### config.mk
export PLATFORM = sky130hd
export DESIGN_NAME = frame_capture_ctrl
export DESIGN_NICKNAME = d
export VERILOG_FILES = /design/src/rtl/fcc_pkg.sv /design/src/rtl/fcc_edge_det.sv /design/src/rtl/frame_capture_ctrl.sv
export SDC_FILE = /design/constraint.sdc
export NUM_CORES = 1
export LEC_CHECK = 0
export CORE_MARGIN = 4
export CORE_UTILIZATION = 50
export DETAILED_ROUTE_END_ITERATION = 8
export PLACE_DENSITY = 0.77
export SYNTH_ARGS = -nofsm -noshare
export SYNTH_HDL_FRONTEND = slang
export SYNTH_SLANG_ARGS = --single-unit
### constraint.sdc
create_clock -name clk -period 2.16 [get_ports clk]
set_input_delay 0.432 -clock clk [delete_from_list [all_inputs] [get_ports clk]]
set_output_delay 0.432 -clock clk [all_outputs]
set_load 0.02 [all_outputs]
### src/rtl/fcc_pkg.sv
// Shared types and constants for the frame capture controller.
package fcc_pkg;

    // Controller states
    typedef enum logic [1:0] {
        ST_IDLE    = 2'd0,
        ST_ARMED   = 2'd1,
        ST_CAPTURE = 2'd2,
        ST_DONE    = 2'd3
    } fcc_state_t;

    // Default frame geometry (VGA)
    localparam int FCC_H_ACTIVE_DEF = 640;
    localparam int FCC_V_ACTIVE_DEF = 480;

    localparam int FCC_PIX_W = 10;
    localparam int FCC_CNT_W = 20;

    // Width of a geometry counter that must reach n. Kept at least 5 bits
    // so the low five bits can always be sliced for the test pattern.
    function automatic int fcc_cnt_w(input int n);
        int w;
        w = $clog2(n + 1);
        return (w < 5) ? 5 : w;
    endfunction

endpackage

### src/rtl/fcc_edge_det.sv
// Rise/fall detector: registers the previous sample of a synchronous level
// and flags the cycle in which the level changes.
module fcc_edge_det (
    input  logic clk,
    input  logic rst_n,
    input  logic i_sig,
    output logic o_rise,
    output logic o_fall
);

    logic r_prev;

    // Keep one cycle of history; cleared by reset so a level that is already
    // high when reset releases shows up as a fresh rising edge.
    always_ff @(posedge clk) begin
        if (!rst_n) begin
            r_prev <= 1'b0;
        end else begin
            r_prev <= i_sig;
        end
    end

    assign o_rise = i_sig & ~r_prev;
    assign o_fall = ~i_sig & r_prev;

endmodule

### src/rtl/frame_capture_ctrl.sv
// Single-frame capture controller: arms on capture_req, waits for the start
// of a new camera frame, writes up to H_ACTIVE x V_ACTIVE pixels into the
// frame-store FIFO and reports completion and error status.
// Optional build macro: FCC_TEST_PATTERN_EN replaces the camera pixel with a
// {x[4:0], y[4:0]} coordinate pattern at identical timing.
module frame_capture_ctrl
    import fcc_pkg::*;
#(
    parameter int H_ACTIVE = FCC_H_ACTIVE_DEF,
    parameter int V_ACTIVE = FCC_V_ACTIVE_DEF
) (
    input  logic                 clk,
    input  logic                 rst_n,
    input  logic                 capture_req,
    input  logic                 clr,
    input  logic                 cam_fval,
    input  logic                 cam_lval,
    input  logic [FCC_PIX_W-1:0] cam_data,
    input  logic                 wr_full,
    output logic                 wr_req,
    output logic [FCC_PIX_W-1:0] wr_data,
    output logic                 img_captured,
    output logic                 busy,
    output logic                 overflow,
    output logic                 short_frame,
    output logic [FCC_CNT_W-1:0] pix_count
);

    localparam int XW = fcc_cnt_w(H_ACTIVE);
    localparam int YW = fcc_cnt_w(V_ACTIVE);
    localparam logic [XW-1:0] X_LIM = XW'(H_ACTIVE);
    localparam logic [YW-1:0] Y_LIM = YW'(V_ACTIVE);

    fcc_state_t           r_state;
    logic [XW-1:0]        r_x_cnt;
    logic [YW-1:0]        r_y_cnt;
    logic                 r_wr_req;
    logic [FCC_PIX_W-1:0] r_wr_data;
    logic                 r_img_captured;
    logic                 r_busy;
    logic                 r_overflow;
    logic                 r_short_frame;
    logic [FCC_CNT_W-1:0] r_pix_count;

    logic                 w_fval_rise;
    logic                 w_fval_fall;
    logic                 w_lval_rise;
    logic                 w_lval_fall;
    logic                 w_in_capture;
    logic [XW-1:0]        w_x_base;
    logic                 w_pix_valid;
    logic                 w_pix_write;
    logic                 w_pix_drop;
    logic [FCC_PIX_W-1:0] w_pix_word;

    fcc_edge_det u_fval_edge (
        .clk    (clk),
        .rst_n  (rst_n),
        .i_sig  (cam_fval),
        .o_rise (w_fval_rise),
        .o_fall (w_fval_fall)
    );

    fcc_edge_det u_lval_edge (
        .clk    (clk),
        .rst_n  (rst_n),
        .i_sig  (cam_lval),
        .o_rise (w_lval_rise),
        .o_fall (w_lval_fall)
    );

    assign w_in_capture = (r_state == ST_CAPTURE);

    // Every line starts at column 0, even if the previous line's end was
    // not seen while capturing.
    assign w_x_base = w_lval_rise ? '0 : r_x_cnt;

    // A clr in the same cycle already kills the pixel so no write follows
    // the abort.
    assign w_pix_valid = w_in_capture & cam_fval & cam_lval &
                         (w_x_base < X_LIM) & (r_y_cnt < Y_LIM) & ~clr;
    assign w_pix_write = w_pix_valid & ~wr_full;
    assign w_pix_drop  = w_pix_valid & wr_full;

`ifdef FCC_TEST_PATTERN_EN
    assign w_pix_word = {w_x_base[4:0], r_y_cnt[4:0]};
`else
    assign w_pix_word = cam_data;
`endif

    // Control FSM with its status outputs registered alongside the state.
    always_ff @(posedge clk) begin
        if (!rst_n) begin
            r_state        <= ST_IDLE;
            r_busy         <= 1'b0;
            r_img_captured <= 1'b0;
            r_short_frame  <= 1'b0;
        end else if (clr) begin
            r_state        <= ST_IDLE;
            r_busy         <= 1'b0;
            r_img_captured <= 1'b0;
            r_short_frame  <= 1'b0;
        end else begin
            case (r_state)
                ST_IDLE: begin
                    if (capture_req) begin
                        r_state <= ST_ARMED;
                        r_busy  <= 1'b1;
                    end
                end
                ST_ARMED: begin
                    // Only a fresh frame start; a frame in progress is skipped.
                    if (w_fval_rise) begin
                        r_state <= ST_CAPTURE;
                    end
                end
                ST_CAPTURE: begin
                    if (w_fval_fall) begin
                        r_state        <= ST_DONE;
                        r_busy         <= 1'b0;
                        r_img_captured <= 1'b1;
                        if (r_y_cnt < Y_LIM) begin
                            r_short_frame <= 1'b1;
                        end
                    end
                end
                ST_DONE: begin
                    r_state <= ST_DONE;
                end
                default: begin
                    r_state <= ST_IDLE;
                    r_busy  <= 1'b0;
                end
            endcase
        end
    end

    // Pixel datapath: raster counters, write strobe, pixel count, overflow.
    always_ff @(posedge clk) begin
        if (!rst_n) begin
            r_x_cnt     <= '0;
            r_y_cnt     <= '0;
            r_wr_req    <= 1'b0;
            r_wr_data   <= '0;
            r_pix_count <= '0;
            r_overflow  <= 1'b0;
        end else begin
            r_wr_req <= w_pix_write;
            if (w_pix_write) begin
                r_wr_data <= w_pix_word;
            end

            if (clr) begin
                r_x_cnt    <= '0;
                r_y_cnt    <= '0;
                r_overflow <= 1'b0;
            end else begin
                // pix_count is kept readable until the next capture is armed.
                if (r_state == ST_IDLE && capture_req) begin
                    r_pix_count <= '0;
                    r_x_cnt     <= '0;
                    r_y_cnt     <= '0;
                end
                if (r_state == ST_ARMED && w_fval_rise) begin
                    r_x_cnt <= '0;
                    r_y_cnt <= '0;
                end
                if (w_in_capture) begin
                    if (w_lval_fall) begin
                        r_x_cnt <= '0;
                        if (r_y_cnt < Y_LIM) begin
                            r_y_cnt <= r_y_cnt + YW'(1);
                        end
                    end else if (w_pix_valid) begin
                        // Dropped pixels still advance x to keep geometry.
                        r_x_cnt <= w_x_base + XW'(1);
                    end else if (w_lval_rise) begin
                        r_x_cnt <= '0;
                    end
                    if (w_pix_write) begin
                        r_pix_count <= r_pix_count + 20'd1;
                    end
                    if (w_pix_drop) begin
                        r_overflow <= 1'b1;
                    end
                end
            end
        end
    end

    assign wr_req       = r_wr_req;
    assign wr_data      = r_wr_data;
    assign img_captured = r_img_captured;
    assign busy         = r_busy;
    assign overflow     = r_overflow;
    assign short_frame  = r_short_frame;
    assign pix_count    = r_pix_count;

endmodule

### Yosys cells after proc, flatten, opt, wreduce, memory -nomap -nowiden

Cells that the tools add are included.

| cells by class | value |
|---|---|
| add/sub/neg operators | 3 |
| $mul | 0 |
| div/mod/pow operators | 0 |
| $lt $le $gt $ge | 2 |
| equality and inequality tests | 6 |
| shifts and indexed selects | 0 |
| mux-type cells | 22 |
| bitwise logic cells | 18 |
| reduce and logical (&&, ||, !) cells | 10 |

Operators with widths:

| operator | count |
|---|---|
| 2-to-1 mux 10 bit | 7 |
| 2-to-1 mux 20 bit | 3 |
| 2-to-1 mux 9 bit | 5 |
| adder 20 x 1 -> 20 bit (second input constant) | 1 |
| AND 1 bit | 11 |
| adder 10 x 1 -> 10 bit (second input constant) | 1 |
| less-than comparator 10 bit (second input constant) | 1 |
| adder 9 x 1 -> 9 bit (second input constant) | 1 |
| less-than comparator 9 bit (second input constant) | 1 |
| AND reduction 3 bit | 3 |
| case mux 2 bit (4 select lines) | 1 |
| NOT 1 bit | 7 |
| 2-to-1 mux 2 bit | 3 |
| equality test 2 bit (second input constant) | 2 |
| inequality test 2 bit (second input constant) | 2 |
| AND reduction 2 bit | 2 |
| equality test 2 x 1 -> 1 bit (second input constant) | 1 |
| logical AND 1 bit | 2 |
| logical NOT 2 bit | 1 |
| 2-to-1 mux 1 bit | 2 |
| inequality test 2 x 1 -> 1 bit (second input constant) | 1 |
| case mux 1 bit (2 select lines) | 1 |
| nonzero test 2 bit | 1 |
| OR reduction 2 bit | 1 |

| storage, ports and cells | value |
|---|---|
| register bits after elaboration | 58 |
| bits in latches | 0 |
| RAM bits | 0 |
| memory bits (read-only) | 0 |
| input port bits | 17 |
| output and inout bits | 35 |
| memories kept | 0 |

### Logic depth before layout (Yosys ltp)

Gate-level depths: netlist (run 1).

| depth | value |
|---|---|
| depth after elaboration | 10 |
| depth in mapped cells | 9 |
| depth with buffers taken out | 8 |

### Hierarchy

A second synthesis (run 1) with hierarchy kept.

| unflattened totals | value |
|---|---|
| cells, all modules | 348 |
| area, all modules | 2884.0 µm² |

Modules (own cells, without submodules):

| module | instances | cells an instance | area each (µm²) |
|---|---|---|---|
| frame_capture_ctrl | 1 | 340 | 2806.4 |
| fcc_edge_det | 2 | 4 | 38.8 |

### Least setup slack after synthesis (run 1)

No wires, ideal clock.

| timing path | value |
|---|---|
| path kind | input-to-reg |
| start point | input cam_lval |
| end point | register r_x_cnt[8] |
| setup time | 0.070 ns |
| arrival | 1.756 ns |
| required time | 2.090 ns |
| setup slack | 0.334 ns |
| stages on the path | 9 |
| path buffers | 1 |
| cells stage by stage | nand2b_1 -> buf_2 -> and2_1 -> ha_1 -> and3_1 -> and3_1 -> a31oi_1 -> a211o_1 -> a21oi_1 |

| between the ends | value |
|---|---|
| cells in the longest elaborated chain, start to end | 9 |
| elaborated cells between the ends (all ways) | 14 |

Ends and longest elaborated chain:

| what | line | RTL |
|---|---|---|
| from (decl) | frame_capture_ctrl.sv:17 | `input logic cam_lval,` |
| AND 1 bit | fcc_edge_det.sv:23 | `assign o_rise = i_sig & ~r_prev;` |
| 2-to-1 mux 10 bit | frame_capture_ctrl.sv:76 | `assign w_x_base = w_lval_rise ? '0 : r_x_cnt;` |
| less-than comparator 10 bit | frame_capture_ctrl.sv:81 | `(w_x_base < X_LIM) & (r_y_cnt < Y_LIM) & ~clr;` |
| AND 1 bit | frame_capture_ctrl.sv:80 | `assign w_pix_valid = w_in_capture & cam_fval & cam_lval &` |
| AND 1 bit (2 in a row) | frame_capture_ctrl.sv:81 |  |
| 2-to-1 mux 10 bit | frame_capture_ctrl.sv:174 | `end else if (w_pix_valid) begin` |
| 2-to-1 mux 10 bit (*) | frame_capture_ctrl.sv:169 | `if (w_lval_fall) begin` |
| 2-to-1 mux 10 bit (*) | frame_capture_ctrl.sv:168 | `if (w_in_capture) begin` |
| to (signal assigned) | frame_capture_ctrl.sv:176 | `r_x_cnt <= w_x_base + XW'(1);` |
| to (decl) | frame_capture_ctrl.sv:35 | `logic [XW-1:0] r_x_cnt;` |

Every way passes the cells marked *; elsewhere a longest branch is shown, timed or not.
A chain may end at the register's enable or synchronous reset.

### Final worst setup path (run 1)

Ends and elaborated chain as after synthesis.

==> flow_summary_export.csv, run 1 <==
group,metric,value,unit
layout,fin_util,72.4,%
power,leakage,1.37,nW
yosys,yosysWarnings,0,
yosys,ys_ff_latch,58,
cts,cts_hold_repair.buffers,0,
power,peakVddDrop,0.000478,V
cts,cts_tree,"yes",
route,vias,2890,
yosys,synth-edff-count,0,
route,wl_per_cell,15.0,um
route,drt_first_pass_iters,4,
timing,fin_tns_setup,0,ns
global_routing,grt_max_degree,18,
layout,final_area,3820,sq um
yosys,synth-seq-area-share,41.5,%
die,die-width,82.8,um
critical_path,r2r_slack,0.36,ns
placed_design,place_area,3610,sq um
yosys,ys.flop_type,"dfxtp_1",
cts,cts_setup_buffers,0,
yosys,syn_area_per_cell,7.97,sq um
timing,max_freq,513,MHz
critical_path,critPathMaxStageDelay,0.43,ns
route,drcViolationCount,0,
yosys,async_reset_ff_share,0,%
timing,period_minus_slack,1.95,ns
global_routing,grt_pass1_wl,12600,um
job,maxCapViolCount,0,
timing,rsz0062_at_grt,"no",
die,io-pin-count,52,
placed_design,gp_congestion,0.949,
cts,clkLatencyLatePin,0.34,ns
critical_path,path_cells,"clkdlybuf4s50_1 > nand2b_1 > and2_1 > ha_1 > and3_1 > and3_1 > a31oi_1 > a211o_1 > a21oi_1",
status,status,"finished, final reports clean",
placed_design,port_buffers,51,
timing,worst_slew_pin_slew,0.497,ns
route,vias_per_cell,5.68,
yosys,synthCells,351,
layout,area_growth,36.4,%
timing,skew,0.00402,ns
layout,layout.nets,455,
critical_path,worstRegToRegCells,6,
critical_path,cp_slowest_cell,"clkdlybuf4s50_1",
critical_path,crit_fanout,4,
hold_path,min_to,"wr_data[2]",
global_routing,grt_pass1_vias,2644,
timing,drv_slew,0,
placed_design,dpl.hpwl,5550,um
hold_path,worstHoldStart,"wr_data[2]",
hold_path,whs_path_depth,2,
layout,multi_input_area,1540,sq um
cts,cts.htree.levels,3,
critical_path,reg2reg_from,"pix_count[0]",
cts,ctsResizeCount,0,
die,core_area,5270,sq um
yosys,synth_nets,371,
timing,relSlewSlack,66.7,%
cts,clkSinkCount,58,
critical_path,cp-start-kind,"input pin",
die,die_area,6860,sq um
global_routing,track_usage,22.3,%
die,die_h,82.8,um
yosys,synth.distinct_cells,56,
layout,antenna_cells,0,
die,initial_core_util,53.1,%
yosys,synthDominantCellAreaShare,41.5,%
placed_design,pre_cts_ws,-0.104,ns
route,drtAntennaViolNets,0,
timing,hold_viol_final,0,
yosys,synth_area_leader_cell,"dfxtp_1",
power,p_per_area,596,nW/um^2
route,drt_wl_total,7610,um
timing,finalHoldWorstSlack,0.457,ns
yosys,synth_area,2800,sq um
critical_path,end_kind,"register",
layout,post_route_cells_drive_above_1_share,13.7,%
hold_path,min_path_type,"register to register",
die,row_count,26,
critical_path,cp.arrival,2.22,ns
timing,final-setup-viol-count,0,
cts,cts_buffer_depth,2,
layout,regArea,1160,sq um
yosys,synth_area_leaders,"dfxtp_1 41%, a21oi_1 5.9%, nand2_1 5.8%",
cts,clk_pin_slew,0.06,ns
cts,cts-root-buf,"clkbuf_8",
critical_path,required,2.43,ns
critical_path,crit_path_frequent_cell,"and3_1",
layout,num-fill-cells,453,
timing,post-route-period-util,90.2,%
critical_path,timing.rr.end,"pix_count[16]",
route,drt-initial-drc-count,167,
cts,numCtsBuffers,9,
timing,setup_ws,0.212,ns
global_routing,antenna_found_initial,0,
global_routing,grt_overflow,0,
critical_path,crit_type,"input pin to register",
[per-layer routing]
layer | track usage, % | part of all wire, % | vias up
met5 | 0 | 0 | -
met1 | 27.7 | 44 | 1331
met3 | 6.04 | 5.6 | 11
li1 | - | - | 1450
met2 | 36.3 | 48 | 98
met4 | 9.21 | 2.1 | 0
[critical path: cells and delay by family]
family / cells / cell delay (ns)
AND/OR/NAND/NOR: 4 / 0.72
AO/OA/AOI/OAI: 3 / 0.47
buffers and inverters: 1 / 0.43
adder cells (fa/ha/maj): 1 / 0.16
[state kept, by name (all words and copies together) (netlist names)]
| name | count |
|---|---|
| short_frame | 1 |
| r_x_cnt | 10 |
| r_y_cnt | 9 |
| r_state | 2 |
| wr_data | 10 |
| wr_req | 1 |
| u_lval_edge.r_prev | 1 |
| u_fval_edge.r_prev | 1 |
| pix_count | 20 |
| busy | 1 |
| overflow | 1 |
| img_captured | 1 |
[Yosys cell counts (all sizes together), types with 2 or more instances]
master / n
dfxtp: 58
nand2: 43
nor2: 40
a21oi: 33
o21ai: 20
nand4: 19
nand3: 18
buf: 10
a31oi: 9
nor3: 8
clkbuf: 7
and3: 6
nand2b: 6
and2: 5
and4: 4
inv: 4
xor2: 4
ha: 3
nand3b: 3
nor3b: 3
o211ai: 3
o31ai: 3
or3: 3
xnor2: 3
a211o: 2
a21boi: 2
a311oi: 2
nand4b: 2
nor2b: 2
o21a: 2
o32ai: 2
or2: 2
or3b: 2
[worst max path at each step]
stage	start	end	depth (start not counted)
floorplan	cam_lval	r_x_cnt[8]	9
global placement	cam_lval	r_x_cnt[6]	7
detailed placement	cam_lval	pix_count[17]	7
CTS	cam_lval	r_x_cnt[8]	9
global route	cam_lval	r_x_cnt[8]	9
finish	cam_lval	r_x_cnt[8]	9
[report_power, final]
| part | internal (mW) | switching, mW |
|---|---|---|
| registers | 1.07 | 0.00515 |
| clock network | 0.620 | 0.421 |
| logic | 0.0783 | 0.0777 |
[cell usage in the layout, fill, tap and decap left out, types with 6 or more instances in the layout]
master | synthesis | layout
a21oi_1 | 33 | 33
a31oi_1 | 9 | 9
and3_1 | 6 | 6
buf_4 | 0 | 39
clkbuf_8 | 0 | 12
clkdlybuf4s50_1 | 0 | 51
dfxtp_1 | 58 | 58
nand2_1 | 43 | 43
nand2b_1 | 6 | 6
nand3_1 | 18 | 18
nand4_1 | 19 | 19
nor2_1 | 38 | 38
nor3_1 | 7 | 7
o21ai_0 | 16 | 16
[kinds of logic (layout without fill, tap and decap cells)]
kind of cell	count (synthesis)	in the layout	share of synthesized area, %
compound gates	88	88	19.0
flops	58	58	41.5
fa+ha+maj	3	3	1.34
simple gates	173	173	32.6
buf+inv	22	110	3.40
xor+xnor	7	7	2.19
[stage by stage]
stage	total power, mW	instances
after floorplan	1.17	351
final	2.28	509
after detailed placement	1.26	494
after CTS	2.30	509
after global routing	2.36	509
after global placement	1.26	494
[layout make-up]
type | count | share of cell area, %
clock inverters | 2 | 0.918
flip-flops and latches | 58 | 30.4
repair buffers | 90 | 21.0
clock buffers | 13 | 4.42
multi-input cells | 271 | 40.4
well taps | 70 | 2.29
inverters | 5 | 0.492
(Power assumes the default switching activity.)
==> run 2: changes to the inputs <==
--- a/config.mk
+++ b/config.mk
@@ -5,10 +5,10 @@
 export SDC_FILE = /design/constraint.sdc
 export NUM_CORES = 1
 export LEC_CHECK = 0
-export CORE_MARGIN = 4
 export CORE_UTILIZATION = 50
 export DETAILED_ROUTE_END_ITERATION = 8
 export PLACE_DENSITY = 0.77
+export SLEW_MARGIN = 20
 export SYNTH_ARGS = -nofsm -noshare
 export SYNTH_HDL_FRONTEND = slang
 export SYNTH_SLANG_ARGS = --single-unit
==> run 2 against run 1 <==
  * Via count up 2.3%
  * Power down 1.3%
  * Sequential cell count unchanged
  * Largest cell class unchanged
  * Non-clock buffer count up 4
  * Sequential power about the same
  * Routed wire length up 1.5%
  * Highest routed layer unchanged
  * Largest power group unchanged
  * Combinational power up 5%
  * Critical endpoint unchanged
  * Clock power down 4%
  * First-iteration DRC count down 17%
==> flow_summary_export.csv, run 2 (synthesized netlist as in run 1, its figures left out) <==
group,metric,value,unit
route,drt_first_pass_iters,4,
layout,num-fill-cells,440,
route,top_layer,"met4",
hold_path,worstHoldStart,"wr_data[7]",
global_routing,grt_overflow,0,
critical_path,timing.rr.end,"pix_count[15]",
placed_design,dpl.hpwl,5630,um
hold_path,whs_path_depth,2,
layout,largest_reg_flops,20,
timing,worst_slew_pin_slew,0.503,ns
cts,cts_setup_buffers,0,
route,vias,2956,
route,vias_per_cell,5.77,
timing,rsz0062_at_grt,"no",
power,leakage,1.38,nW
timing,drv_slew,0,
route,drtAntennaViolNets,0,
route,met2_wirelength,3940,um
route,drt_wl_total,7730,um
hold_path,min_path_type,"register to register",
timing,hold_viol_final,0,
timing,max_freq,487,MHz
power,peakVddDrop,0.000636,V
layout,layout.nets,459,
layout,post_route_cells_drive_above_1_share,14.5,%
global_routing,track_usage,27.3,%
layout,area_growth,37.0,%
critical_path,end_kind,"register",
cts,cts_tree,"yes",
route,drcViolationCount,0,
cts,cts-root-buf,"clkbuf_8",
critical_path,cp.arrival,2.33,ns
global_routing,grt_pass1_vias,2748,
route,wl_per_cell,15.1,um
power,pwr-share-clk,44.7,%
critical_path,cp-start-kind,"input pin",
global_routing,antenna_found_initial,0,
timing,setup_ws,0.105,ns
die,initial_core_util,53.4,%
timing,final-setup-viol-count,0,
cts,clkLatencyLatePin,0.35,ns
timing,relSlewSlack,66.3,%
critical_path,reg2reg_from,"r_state[1]",
cts,numCtsBuffers,9,
timing,period_minus_slack,2.06,ns
power,power_frac_comb,7.3,%
timing,post-route-period-util,95.2,%
cts,clkSinkCount,58,
cts,cts.htree.levels,3,
die,die-width,76.8,um
route,drt-initial-drc-count,138,
placed_design,pre_cts_ws,-0.222,ns
cts,ctsResizeCount,0,
critical_path,crit_type,"input pin to register",
job,maxCapViolCount,0,
critical_path,crit_fanout,6,
layout,final_cell_mix,"58 x dfxtp_1, 51 x clkdlybuf4s50_1, 43 x nand2_1, 43 x buf_4, 38 x nor2_1",
cts,cts_buffer_depth,2,
die,core_area,5240,sq um
global_routing,grt_pass1_wl,12700,um
power,p_switching,0.512,mW
global_routing,grt_max_degree,14,
critical_path,r2r_slack,0.31,ns
die,die_area,5900,sq um
power,p_sw_share,22.8,%
hold_path,min_to,"wr_data[7]",
timing,finalHoldWorstSlack,0.454,ns
timing,skew,0.00722,ns
placed_design,gp_congestion,0.906,
route,route.met3.wl,492,um
layout,final_common_cell,"dfxtp_1",
cts,cts_hold_repair.buffers,0,
layout,regArea,1160,sq um
route,wl_met1,3190,um
die,die_h,76.8,um
power,p_per_area,586,nW/um^2
power,p_total,2.25,mW
critical_path,worstRegToRegCells,6,
power,p_int,1.74,mW
status,status,"finished, final reports clean",
layout,antenna_cells,0,
cts,clk_pin_slew,0.07,ns
layout,multi_input_area,1540,sq um
critical_path,required,2.44,ns
placed_design,port_buffers,51,
die,row_count,26,
power,pwr-share-seq,48.0,%
timing,fin_tns_setup,0,ns
die,io-pin-count,52,
## run 2: cell types whose count changed in the layout (fill, tap and decap cells not counted), sizes merged
cell / previous run / this run
clkbuf: 13 / 11
clkinv: 2 / 3
buf: 39 / 43
## run 2: worst max path at each step
stage	slack, ns	start	endpoint	depth (start not counted)
floorplan	0.33	cam_lval	r_x_cnt[8]	9
global placement	-0.15	cam_lval	r_x_cnt[8]	9
detailed placement	-0.22	cam_lval	r_x_cnt[8]	9
CTS	0.14	cam_lval	r_x_cnt[8]	9
global route	0.01	cam_lval	r_x_cnt[8]	9
finish	0.10	cam_lval	r_x_cnt[8]	9
## run 2: critical path, stage by stage
cell             delay (ns)
clkdlybuf4s50_1        0.50
nand2b_1               0.17
and2_1                 0.17
ha_1                   0.16
and3_1                 0.18
and3_1                 0.23
a31oi_1                0.10
a211o_1                0.28
a21oi_1                0.11
## run 2: layout make-up
class                           count  area share, %
Tap cell                           70           2.28
Sequential cell                    58           30.3
Clock inverter                      3           1.04
Timing Repair Buffer               94           21.7
Multi-Input combinational cell    271           40.2
Inverter                            5          0.489
Clock buffer                       11           3.95
## run 2: power by group through the flow
stage | logic [mW] | clock network [mW] | registers (mW)
2_1_floorplan | 0.0688 | 0 | 1.10
3_3_place_gp | 0.161 | 0 | 1.10
3_5_place_dp | 0.162 | 0 | 1.10
4_1_cts | 0.163 | 1.02 | 1.08
5_1_grt | 0.175 | 1.07 | 1.08
6_report | 0.164 | 1.00 | 1.08
## run 2: per-layer routing
metal  up-vias  GRT usage, %
met2       103          48.1
met5         -             0
met3        11          7.74
met1      1388          30.6
met4         0          11.3
li1       1454             -
## run 2: through the flow
stage | utilization [%] | instances | area [sq um]
floorplan | - | 351 | 2800
global placement | 69.6 | 498 | 3640
detailed placement | 69.6 | 498 | 3640
CTS | 73.2 | 512 | 3830
global route | 73.2 | 512 | 3830
finish | 73.2 | 512 | 3830
